## src/rtl/dfd_trace_fifo.sv

```systemverilog
// Trace FIFO between the accumulator and the trace sink: stores full-bank pushes
// and drains each one as SLICES narrower words, lowest bytes first, over valid/ready.
module dfd_trace_fifo #(
  parameter int BANK_DATA_WIDTH_IN_BYTES = 32,
  parameter int FIFO_WIDTH_IN_BYTES      = 16,
  parameter int DEPTH                    = 8,
  parameter int THRESHOLD                = 6
) (
  input  logic                                  clock,
  input  logic                                  reset_n,
  input  logic                                  fifo_push,
  input  logic [BANK_DATA_WIDTH_IN_BYTES*8-1:0] bank_to_fifo_data_out,
  output logic                                  fifo_space_available,
  output logic                                  fifo_threshold,
  input  logic                                  fifo_flush,
  output logic                                  out_valid,
  input  logic                                  out_ready,
  output logic [FIFO_WIDTH_IN_BYTES*8-1:0]      out_data,
  output logic                                  fifo_empty,
  output logic [$clog2(DEPTH):0]                fifo_occupancy,
  output logic                                  fifo_overflow,
  input  logic                                  overflow_clear
);

  localparam int SLICES  = BANK_DATA_WIDTH_IN_BYTES / FIFO_WIDTH_IN_BYTES;
  localparam int OUT_W   = FIFO_WIDTH_IN_BYTES * 8;
  localparam int PTR_W   = $clog2(DEPTH);
  localparam int SLICE_W = (SLICES > 1) ? $clog2(SLICES) : 1;
  localparam int OCC_W   = PTR_W + 1;

  logic [SLICES-1:0][OUT_W-1:0] mem [DEPTH];
  logic [PTR_W-1:0]             wptr;
  logic [PTR_W-1:0]             rptr;
  logic [SLICE_W-1:0]           slice_idx;
  logic [OCC_W-1:0]             occupancy;

  logic full;
  logic push_ok;
  logic pop;
  logic last_slice;
  logic pop_entry;

  // Room is judged on the registered count only; a same-cycle pop never frees a slot.
  assign full       = (occupancy == OCC_W'(DEPTH));
  assign push_ok    = fifo_push && !full && !fifo_flush;
  assign pop        = out_valid && out_ready;
  assign last_slice = (slice_idx == SLICE_W'(SLICES - 1));
  assign pop_entry  = pop && last_slice;

  assign out_valid            = (occupancy != '0);
  assign fifo_empty           = (occupancy == '0);
  assign fifo_space_available = !full;
  assign fifo_threshold       = (occupancy >= OCC_W'(THRESHOLD));
  assign fifo_occupancy       = occupancy;
  assign out_data             = mem[rptr][slice_idx];

  // NOTE: storage has no reset; occupancy alone says which entries are valid, and
  // leaving the array out of the reset lets it map onto plain RAM.
  always_ff @(posedge clock) begin
    if (push_ok) mem[wptr] <= bank_to_fifo_data_out;
  end

  // NOTE: every register here uses <= so all updates see the start-of-cycle state.
  always_ff @(posedge clock or negedge reset_n) begin
    if (!reset_n) begin
      wptr      <= '0;
      rptr      <= '0;
      slice_idx <= '0;
      occupancy <= '0;
    end else if (fifo_flush) begin
      wptr      <= '0;
      rptr      <= '0;
      slice_idx <= '0;
      occupancy <= '0;
    end else begin
      if (push_ok) wptr <= wptr + 1'b1;
      if (pop) begin
        if (last_slice) begin
          slice_idx <= '0;
          rptr      <= rptr + 1'b1;
        end else begin
          slice_idx <= slice_idx + 1'b1;
        end
      end
      if (push_ok && !pop_entry)      occupancy <= occupancy + 1'b1;
      else if (!push_ok && pop_entry) occupancy <= occupancy - 1'b1;
    end
  end

  // A push dropped at full sets the sticky flag; a flushed push is not an overflow.
  always_ff @(posedge clock or negedge reset_n) begin
    if (!reset_n)                           fifo_overflow <= 1'b0;
    else if (fifo_push && full && !fifo_flush) fifo_overflow <= 1'b1;
    else if (overflow_clear)                fifo_overflow <= 1'b0;
  end

endmodule

```

## config.mk

```make
export PLATFORM = sky130hd
export DESIGN_NAME = dfd_trace_fifo
export DESIGN_NICKNAME = d
export VERILOG_FILES = /design/src/rtl/dfd_trace_fifo.sv
export SDC_FILE = /design/constraint.sdc
export NUM_CORES = 1
export LEC_CHECK = 0
export ABC_CLOCK_PERIOD_IN_PS = 25700
export CORE_MARGIN = 5
export CORE_UTILIZATION = 35
export DETAILED_ROUTE_END_ITERATION = 16
export DONT_BUFFER_PORTS = 1
export HOLD_SLACK_MARGIN = 0.05
export REMOVE_ABC_BUFFERS = 1
export SYNTH_ARGS = -nofsm -noshare
export SYNTH_HDL_FRONTEND = slang
export SYNTH_SLANG_ARGS = --single-unit
```

## constraint.sdc

```tcl
create_clock -name clock -period 25.7 [get_ports clock]
set_input_delay 7.71 -clock clock [delete_from_list [all_inputs] [get_ports clock]]
set_output_delay 7.71 -clock clock [all_outputs]
set_load 0.005 [all_outputs]
```

==> results of run 1 <==
-- cell usage after synthesis (2+ instances only) --
| library cell | number |
|---|---|
| sky130_fd_sc_hd__a21o_1 | 2 |
| sky130_fd_sc_hd__buf_6 | 14 |
| sky130_fd_sc_hd__nand2_1 | 8 |
| sky130_fd_sc_hd__nor2_1 | 19 |
| sky130_fd_sc_hd__buf_4 | 19 |
| sky130_fd_sc_hd__nand3_1 | 6 |
| sky130_fd_sc_hd__clkbuf_1 | 102 |
| sky130_fd_sc_hd__nand2b_1 | 3 |
| sky130_fd_sc_hd__ha_1 | 4 |
| sky130_fd_sc_hd__xnor2_1 | 2 |
| sky130_fd_sc_hd__xor2_1 | 5 |
| sky130_fd_sc_hd__nor2b_1 | 4 |
| sky130_fd_sc_hd__a21oi_1 | 3 |
| sky130_fd_sc_hd__mux4_2 | 512 |
| sky130_fd_sc_hd__a221o_1 | 128 |
| sky130_fd_sc_hd__dfrtp_1 | 12 |
| sky130_fd_sc_hd__inv_1 | 5 |
| sky130_fd_sc_hd__a22o_1 | 128 |
| sky130_fd_sc_hd__mux2_1 | 3 |
| sky130_fd_sc_hd__nor3_1 | 2 |
| sky130_fd_sc_hd__edfxtp_1 | 2048 |
| sky130_fd_sc_hd__buf_1 | 9 |
| sky130_fd_sc_hd__buf_2 | 28 |
-- layer usage --
| metal | up-vias | global-route usage [%] | part of all wire (%) |
|---|---|---|---|
| li1 | 13800 | - | - |
| met1 | 18200 | 18.6 | 40 |
| met2 | 969 | 23.9 | 49 |
| met3 | 256 | 4.73 | 7.9 |
| met4 | 0 | 4.28 | 2.6 |
| met5 | - | 0 | 0 |
-- final timing paths --
path	from	to	slack [ps]	depth (start not counted)
worst max register to register	fifo_occupancy[3]$_DFFE_PN0P_	mem[6][191]$_DFFE_PP_	21090	6
worst max-delay path	rptr[1]$_DFFE_PN0P_	out_data[89]	11960	7
max in group asynchronous	reset_n	rptr[0]$_DFFE_PN0P_	19020	0
worst min-delay path	fifo_overflow$_DFFE_PN0P_	fifo_overflow$_DFFE_PN0P_	560	2
min in group asynchronous	reset_n	fifo_occupancy[2]$_DFFE_PN0P_	6580	0
worst min register to register	fifo_overflow$_DFFE_PN0P_	fifo_overflow$_DFFE_PN0P_	560	2
-- cell families (layout without fill, tap and decap cells) --
| group | count (synthesis) | count (layout) |
|---|---|---|
| AND/OR/NAND/NOR | 49 | 49 |
| adder cells (fa/ha/maj) | 5 | 5 |
| flip-flops | 2060 | 2060 |
| other | 0 | 2 |
| AO/OA/AOI/OAI | 264 | 264 |
| XOR/XNOR | 7 | 7 |
| multiplexers | 515 | 515 |
| buffers and inverters | 178 | 470 |
-- report_power, final --
part | internal, mW | leakage, nW | switching (mW)
logic | 0.413 | 4.34 | 0.539
registers | 3.81 | 18.7 | 0.0362
clock network | 1.65 | 3.25 | 1.29
total | 5.88 | 26.2 | 1.87
-- critical path, cell delays in order (launching register included) --
cell and delay, ps:
sky130_fd_sc_hd__dfrtp_4 880, sky130_fd_sc_hd__buf_4 850, sky130_fd_sc_hd__buf_4 520, sky130_fd_sc_hd__buf_4 780
sky130_fd_sc_hd__buf_4 910, sky130_fd_sc_hd__mux4_2 420, sky130_fd_sc_hd__a22o_1 260, sky130_fd_sc_hd__a221o_1 350
-- registers in the layout, summed over array words and instances (netlist names) --
signal          count
mem              2048
wptr                3
last_slice          1
rptr                3
fifo_overflow       1
fifo_occupancy      4
-- final cells by class --
cell class                      instances  share of cell area [%]
Clock buffer                          239                    6.07
Inverter                                6                  0.0258
Clock inverter                        149                    1.65
Tap cell                             2871                    4.11
Multi-Input combinational cell        840                    16.6
Timing Repair Buffer                   76                   0.754
Sequential cell                      2060                    70.8
Antenna cell                            2                 0.00573
-- metrics by stage --
stage | std cells | setup TNS (ps) | hold WS [ps] | utilization, %
finish | 6243 | 0 | 558 | 39.8
global placement | 5853 | 0 | 547 | 36.7
detailed placement | 5853 | 0 | 549 | 36.7
global route | 6242 | 0 | 588 | 39.8
CTS | 6241 | 0 | 558 | 39.8
floorplan | 2906 | -785240 | 526 | -
==> impl_metrics.sql, run 1 <==
INSERT INTO impl_metrics (metric_group, metric, value, unit) VALUES
('die', 'initial_utilization', '35.1', '%'),
('placement', 'place_ws', '12740', 'ps'),
('sta', 'final.setup_skew', '45.3', 'ps'),
('global_routing', 'grt_max_degree', '104', ''),
('clock_tree', 'insertion_delay', '840', 'ps'),
('yosys', 'synthesis.yosys.warnings', '0', ''),
('global_routing', 'first_global_vias', '35400', ''),
('yosys', 'ys_seq_area_share', '80.2', '%'),
('status', 'result_of_the_run', 'completed', ''),
('detailed_routing', 'postRouteAntennaNets', '0', ''),
('global_routing', 'grtUsageTotal', '14.6', '%'),
('final_layout', 'nNetsFinal', '3458', ''),
('sta', 'post-route-worst-setup-slack', '11960', 'ps'),
('final_layout', 'final_common_cell', 'sky130_fd_sc_hd__edfxtp_1', ''),
('final_layout', 'area.sequential', '61800', 'sq um'),
('sta', 'final-hold-violation-count', '0', ''),
('power', 'vdd.ir_drop.worst', '0.0000740', 'V'),
('setup_path', 'cp.required', '17990', 'ps'),
('detailed_routing', 'drt_iter0_drcs', '2507', ''),
('global_routing', 'grt_first_pass_wirelength', '247000', 'um'),
('yosys', 'yosys.area.top_type', 'sky130_fd_sc_hd__edfxtp_1', ''),
('sta', 'rsz0062_at_grt', 'no', ''),
('yosys', 'main_combinational_cell_family_by_area_after_synthesis', 'multiplexers', ''),
('final_layout', 'total_area_of_multi_input_combinational_cells', '14500', 'sq um'),
('detailed_routing', 'routed_via_density', '5.32', ''),
('detailed_routing', 'detail_route.wl_per_cell', '27.1', 'um'),
('yosys', 'yosys.area.top_type_share', '79.8', '%'),
('clock_tree', 'cts_hold_buf', '0', ''),
('yosys', 'synth_compound_gate_area_share', '3.19', '%'),
('die', 'num_rows', '172', ''),
('yosys', 'synth_area_leaders', 'sky130_fd_sc_hd__edfxtp_1, sky130_fd_sc_hd__mux4_2, sky130_fd_sc_hd__a221o_1', ''),
('sta', 'setup_viol', '0', ''),
('clock_tree', 'postCtsSetupRepairBufs', '0', ''),
('yosys', 'async_flop_share', '0.583', '%'),
('die', 'io-pin-count', '399', ''),
('sta', 'max_clock_freq', '72.8', 'MHz'),
('die', 'die_w', '479', 'um'),
('yosys', 'synth.avg_cell_area', '25.0', 'sq um'),
('yosys', 'synth_ff_type', 'sky130_fd_sc_hd__edfxtp_1', ''),
('setup_path', 'worstPathArrival', '6030', 'ps'),
('clock_tree', 'clock_tree_from_tritoncts', 'yes', ''),
('final_layout', 'mostFrequentLayoutCells', 'sky130_fd_sc_hd__edfxtp_1, sky130_fd_sc_hd__mux4_2, sky130_fd_sc_hd__clkbuf_16, sky130_fd_sc_hd__a22o_1, sky130_fd_sc_hd__a221o_1', ''),
('power', 'cellPowerDensity', '88.7', 'nW/um^2'),
('sta', 'tightest_slew', '1090', 'ps'),
('final_layout', 'final_layout_size_suffix_gt1_share', '27.0', '%'),
('power', 'p_leak', '26.2', 'nW'),
('yosys', 'synth_cells', '3078', ''),
('setup_path', 'critPathMaxFanout', '68', ''),
('final_layout', 'layout-area-overhead-vs-synth', '13.3', '%'),
('placement', 'place_congestion', '0.697', ''),
('yosys', 'netlist_area', '77100', 'sq um'),
('sta', 'slew-limit-headroom', '27.6', '%'),
('detailed_routing', 'drc_errors', '0', ''),
('yosys', 'synth_xor_area_share', '0.0795', '%'),
('die', 'core_area', '220000', 'sq um'),
('setup_path', 'critPathKind', 'flop to primary output', ''),
('worst_hold_path', 'hold_path_class', 'flop to flop', ''),
('clock_tree', 'h-tree-depth', '4', ''),
('yosys', 'muxShareOfSynthArea', '15.0', '%'),
('placement', 'numPortBuffers', '0', ''),
('sta', 'period_minus_slack', '13740', 'ps'),
('detailed_routing', 'num_vias', '33200', ''),
('yosys', 'synth.lib_cells_used.distinct', '35', ''),
('clock_tree', 'number_of_clock_sinks', '2060', ''),
('placement', 'detail_placement_hpwl', '91500', 'um'),
('clock_tree', 'post_cts.resized_instances', '0', ''),
('clock_tree', 'root_driver', 'sky130_fd_sc_hd__clkbuf_16', ''),
('setup_path', 'end_kind', 'primary output', ''),
('yosys', 'ys_ff_latch', '2060', ''),
('yosys', 'adder_cell_fraction_of_synth_area', '0.0909', '%'),
('clock_tree', 'clkTransAtPathRegs', '60', 'ps');
(Power assumes the default switching activity.)
==> run 2: changes to the inputs <==
--- a/config.mk
+++ b/config.mk
@@ -5,7 +5,7 @@
 export SDC_FILE = /design/constraint.sdc
 export NUM_CORES = 1
 export LEC_CHECK = 0
-export ABC_CLOCK_PERIOD_IN_PS = 25700
+export ABC_CLOCK_PERIOD_IN_PS = 13900
 export CORE_MARGIN = 5
 export CORE_UTILIZATION = 35
 export DETAILED_ROUTE_END_ITERATION = 16
==> constraint.sdc (replaced) <==
create_clock -name clock -period 13.9 [get_ports clock]
set_input_delay 4.17 -clock clock [delete_from_list [all_inputs] [get_ports clock]]
set_output_delay 4.17 -clock clock [all_outputs]
set_load 0.005 [all_outputs]
==> run 2 against run 1 <==
Sequential share of layout area about the same. Sequential power increased by 85%. Final cell count decreased by 0.30%. Design area is essentially flat. Critical path type unchanged.
==> impl_metrics.sql, run 2 (same netlist as run 1, synthesis figures left out) <==
INSERT INTO impl_metrics (metric_group, metric, value, unit) VALUES
('status', 'result_of_the_run', 'completed', ''),
('sta', 'final-hold-violation-count', '0', ''),
('sta', 'slew-limit-headroom', '29.3', '%'),
('power', 'clock_network_fraction_of_design_power', '38.2', '%'),
('global_routing', 'first_global_vias', '35500', ''),
('detailed_routing', 'postRouteAntennaNets', '0', ''),
('worst_hold_path', 'timing.hold.worst_endpoint', 'fifo_overflow$_DFFE_PN0P_', ''),
('setup_path', 'cp.required', '9730', 'ps'),
('setup_path', 'critPathKind', 'flop to primary output', ''),
('clock_tree', 'clkTransAtPathRegs', '60', 'ps'),
('final_layout', 'mostFrequentLayoutCells', 'sky130_fd_sc_hd__edfxtp_1, sky130_fd_sc_hd__mux4_2, sky130_fd_sc_hd__clkbuf_16, sky130_fd_sc_hd__a22o_1, sky130_fd_sc_hd__a221o_1', ''),
('sta', 'setup_viol', '0', ''),
('detailed_routing', 'routed_wl', '169000', 'um'),
('final_layout', 'largest_reg_flops', '2048', ''),
('detailed_routing', 'drc_errors', '0', ''),
('clock_tree', 'h-tree-depth', '4', ''),
('placement', 'numPortBuffers', '0', ''),
('sta', 'hold-worst-slack', '561', 'ps'),
('power', 'sequential_power_share', '49.6', '%'),
('detailed_routing', 'num_vias', '33200', ''),
('global_routing', 'grt_max_degree', '119', ''),
('sta', 'max_clock_freq', '116', 'MHz'),
('detailed_routing', 'drt_iter0_drcs', '2611', ''),
('worst_hold_path', 'hold_path_class', 'flop to flop', ''),
('clock_tree', 'number_of_clock_sinks', '2060', ''),
('global_routing', 'overflow', '0', ''),
('clock_tree', 'clock_tree_from_tritoncts', 'yes', ''),
('final_layout', 'final_util', '39.8', '%'),
('flow_run', 'drv_cap', '0', ''),
('power', 'p_leak', '26.2', 'nW'),
('final_layout', 'final_layout_size_suffix_gt1_share', '26.2', '%'),
('power', 'power_report.internal_total', '10.9', 'mW'),
('die', 'io-pin-count', '399', ''),
('global_routing', 'grtUsageTotal', '14.6', '%'),
('final_layout', 'nNetsFinal', '3447', ''),
('sta', 'tightest_slew', '1060', 'ps'),
('detailed_routing', 'detail_route.wl_per_cell', '27.2', 'um'),
('die', 'die_w', '479', 'um'),
('global_routing', 'antenna_found_initial', '2', ''),
('power', 'sw_frac_of_total', '23.8', '%'),
('placement', 'place_congestion', '0.697', ''),
('final_layout', 'layout-area-overhead-vs-synth', '13.3', '%'),
('sta', 'slew_viol_final', '0', ''),
('setup_path', 'critical_path.reg2reg.endpoint', 'mem[4][150]$_DFFE_PP_', ''),
('sta', 'period_minus_slack', '8610', 'ps'),
('setup_path', 'critical_path.startpoint_type', 'flop', ''),
('die', 'die_area', '230000', 'sq um'),
('worst_hold_path', 'holdCritStartpoint', 'fifo_overflow$_DFFE_PN0P_', ''),
('clock_tree', 'insertion_delay', '840', 'ps'),
('setup_path', 'r2r_setup_slack', '9720', 'ps'),
('sta', 'final.setup_skew', '46.0', 'ps'),
('clock_tree', 'postCtsSetupRepairBufs', '0', ''),
('sta', 'rsz0062_at_grt', 'no', ''),
('die', 'initial_utilization', '35.1', '%'),
('power', 'switching_power', '3.42', 'mW'),
('die', 'num_rows', '172', ''),
('final_layout', 'register_ranked_first_by_flip_flop_count', 'mem', ''),
('power', 'cellPowerDensity', '164', 'nW/um^2'),
('power', 'power_frac_comb', '12.3', '%'),
('detailed_routing', 'routed_via_density', '5.33', ''),
('clock_tree', 'post_cts.resized_instances', '0', ''),
('clock_tree', 'deepest_clock_path_buffer_count', '3', ''),
('sta', 'finalCritPeriodShare', '61.9', '%'),
('placement', 'detail_placement_hpwl', '88200', 'um'),
('clock_tree', 'clock_buffer_count_from_cts', '208', ''),
('die', 'dieHeight', '479', 'um'),
('setup_path', 'critPathMaxFanout', '54', ''),
('clock_tree', 'cts_hold_buf', '0', ''),
('setup_path', 'worstPathArrival', '4440', 'ps'),
('setup_path', 'end_kind', 'primary output', ''),
('worst_hold_path', 'timing.hold.worst_path_depth', '2', ''),
('power', 'vdd.ir_drop.worst', '0.000134', 'V'),
('detailed_routing', 'firstDrtPassIters', '5', ''),
('setup_path', 'reg2reg_depth', '6', ''),
('setup_path', 'reg2reg_from', 'fifo_occupancy[3]$_DFFE_PN0P_', ''),
('die', 'core_area', '220000', 'sq um'),
('global_routing', 'grt_first_pass_wirelength', '249000', 'um'),
('clock_tree', 'root_driver', 'sky130_fd_sc_hd__clkbuf_16', ''),
('final_layout', 'final_common_cell', 'sky130_fd_sc_hd__edfxtp_1', '');
==> run 2: cell types whose count changed in the layout (fill, tap and decap cells not counted), sizes merged <==
cell	previous run	this run
diode	2	1
clkinv	109	92
clkinvlp	16	6
inv	14	16
clkbuf	239	256
buf	76	64
bufinv	16	18
==> run 2: worst max-delay path by stage <==
stage,startpoint,endpoint,slack (ps),cells past startpoint
2_1_floorplan,rptr[0]$_DFFE_PN0P_,out_data[126],-10950,3
3_3_place_gp,rptr[0]$_DFFE_PN0P_,out_data[101],6010,5
3_5_place_dp,rptr[0]$_DFFE_PN0P_,out_data[101],6010,5
4_1_cts,rptr[0]$_DFFE_PN0P_,out_data[60],5040,5
5_1_grt,rptr[0]$_DFFE_PN0P_,out_data[101],4860,5
6_report,rptr[0]$_DFFE_PN0P_,out_data[66],5290,5
==> run 2: per-layer routing <==
| metal | wire length [um] | vias to the layer above | track usage [%] |
|---|---|---|---|
| met3 | 13700 | 229 | 4.72 |
| met1 | 67000 | 18200 | 18.3 |
| li1 | - | 13800 | - |
| met2 | 85200 | 895 | 24.7 |
| met5 | 0 | - | 0 |
| met4 | 2990 | 0 | 3.49 |
==> run 2: power by group through the flow <==
stage / clock network [mW] / registers [mW] / logic [mW]
2_1_floorplan: 0 / 7.47 / 1.70
5_1_grt: 5.88 / 7.12 / 1.89
4_1_cts: 5.60 / 7.11 / 1.82
3_3_place_gp: 0 / 7.23 / 1.82
6_report: 5.47 / 7.11 / 1.76
3_5_place_dp: 0 / 7.24 / 1.82
==> run 2: final cells by class <==
class                      instances  area, sq um
antenna                            1         2.50
fill                           19000       132000
sequential                      2060        61800
tap                             2871         3590
clock inverter                   126         1310
timing repair buffer              64          731
multi-input combinational        840        14500
inverter                           6         22.5
clock buffer                     256         5410
==> run 2: through the flow <==
stage | std cells | instance area (sq um) | worst slack (ps) | power [mW] | TNS, ps
after floorplan | 2906 | 76200 | -10950 | 9.17 | -9496160
after global placement | 5841 | 80600 | 6010 | 9.05 | 0
after detailed placement | 5841 | 80600 | 6010 | 9.06 | 0
after CTS | 6223 | 87400 | 5040 | 14.5 | 0
after global routing | 6224 | 87400 | 4860 | 14.9 | 0
final | 6224 | 87400 | 5290 | 14.3 | 0
==> run 2: worst max-delay path: stages, from the launching register on <==
cell and delay, ps:
sky130_fd_sc_hd__dfrtp_4 1010, sky130_fd_sc_hd__buf_12 440, sky130_fd_sc_hd__buf_4 750, sky130_fd_sc_hd__mux4_2 610, sky130_fd_sc_hd__a22o_1 250, sky130_fd_sc_hd__a221o_1 300
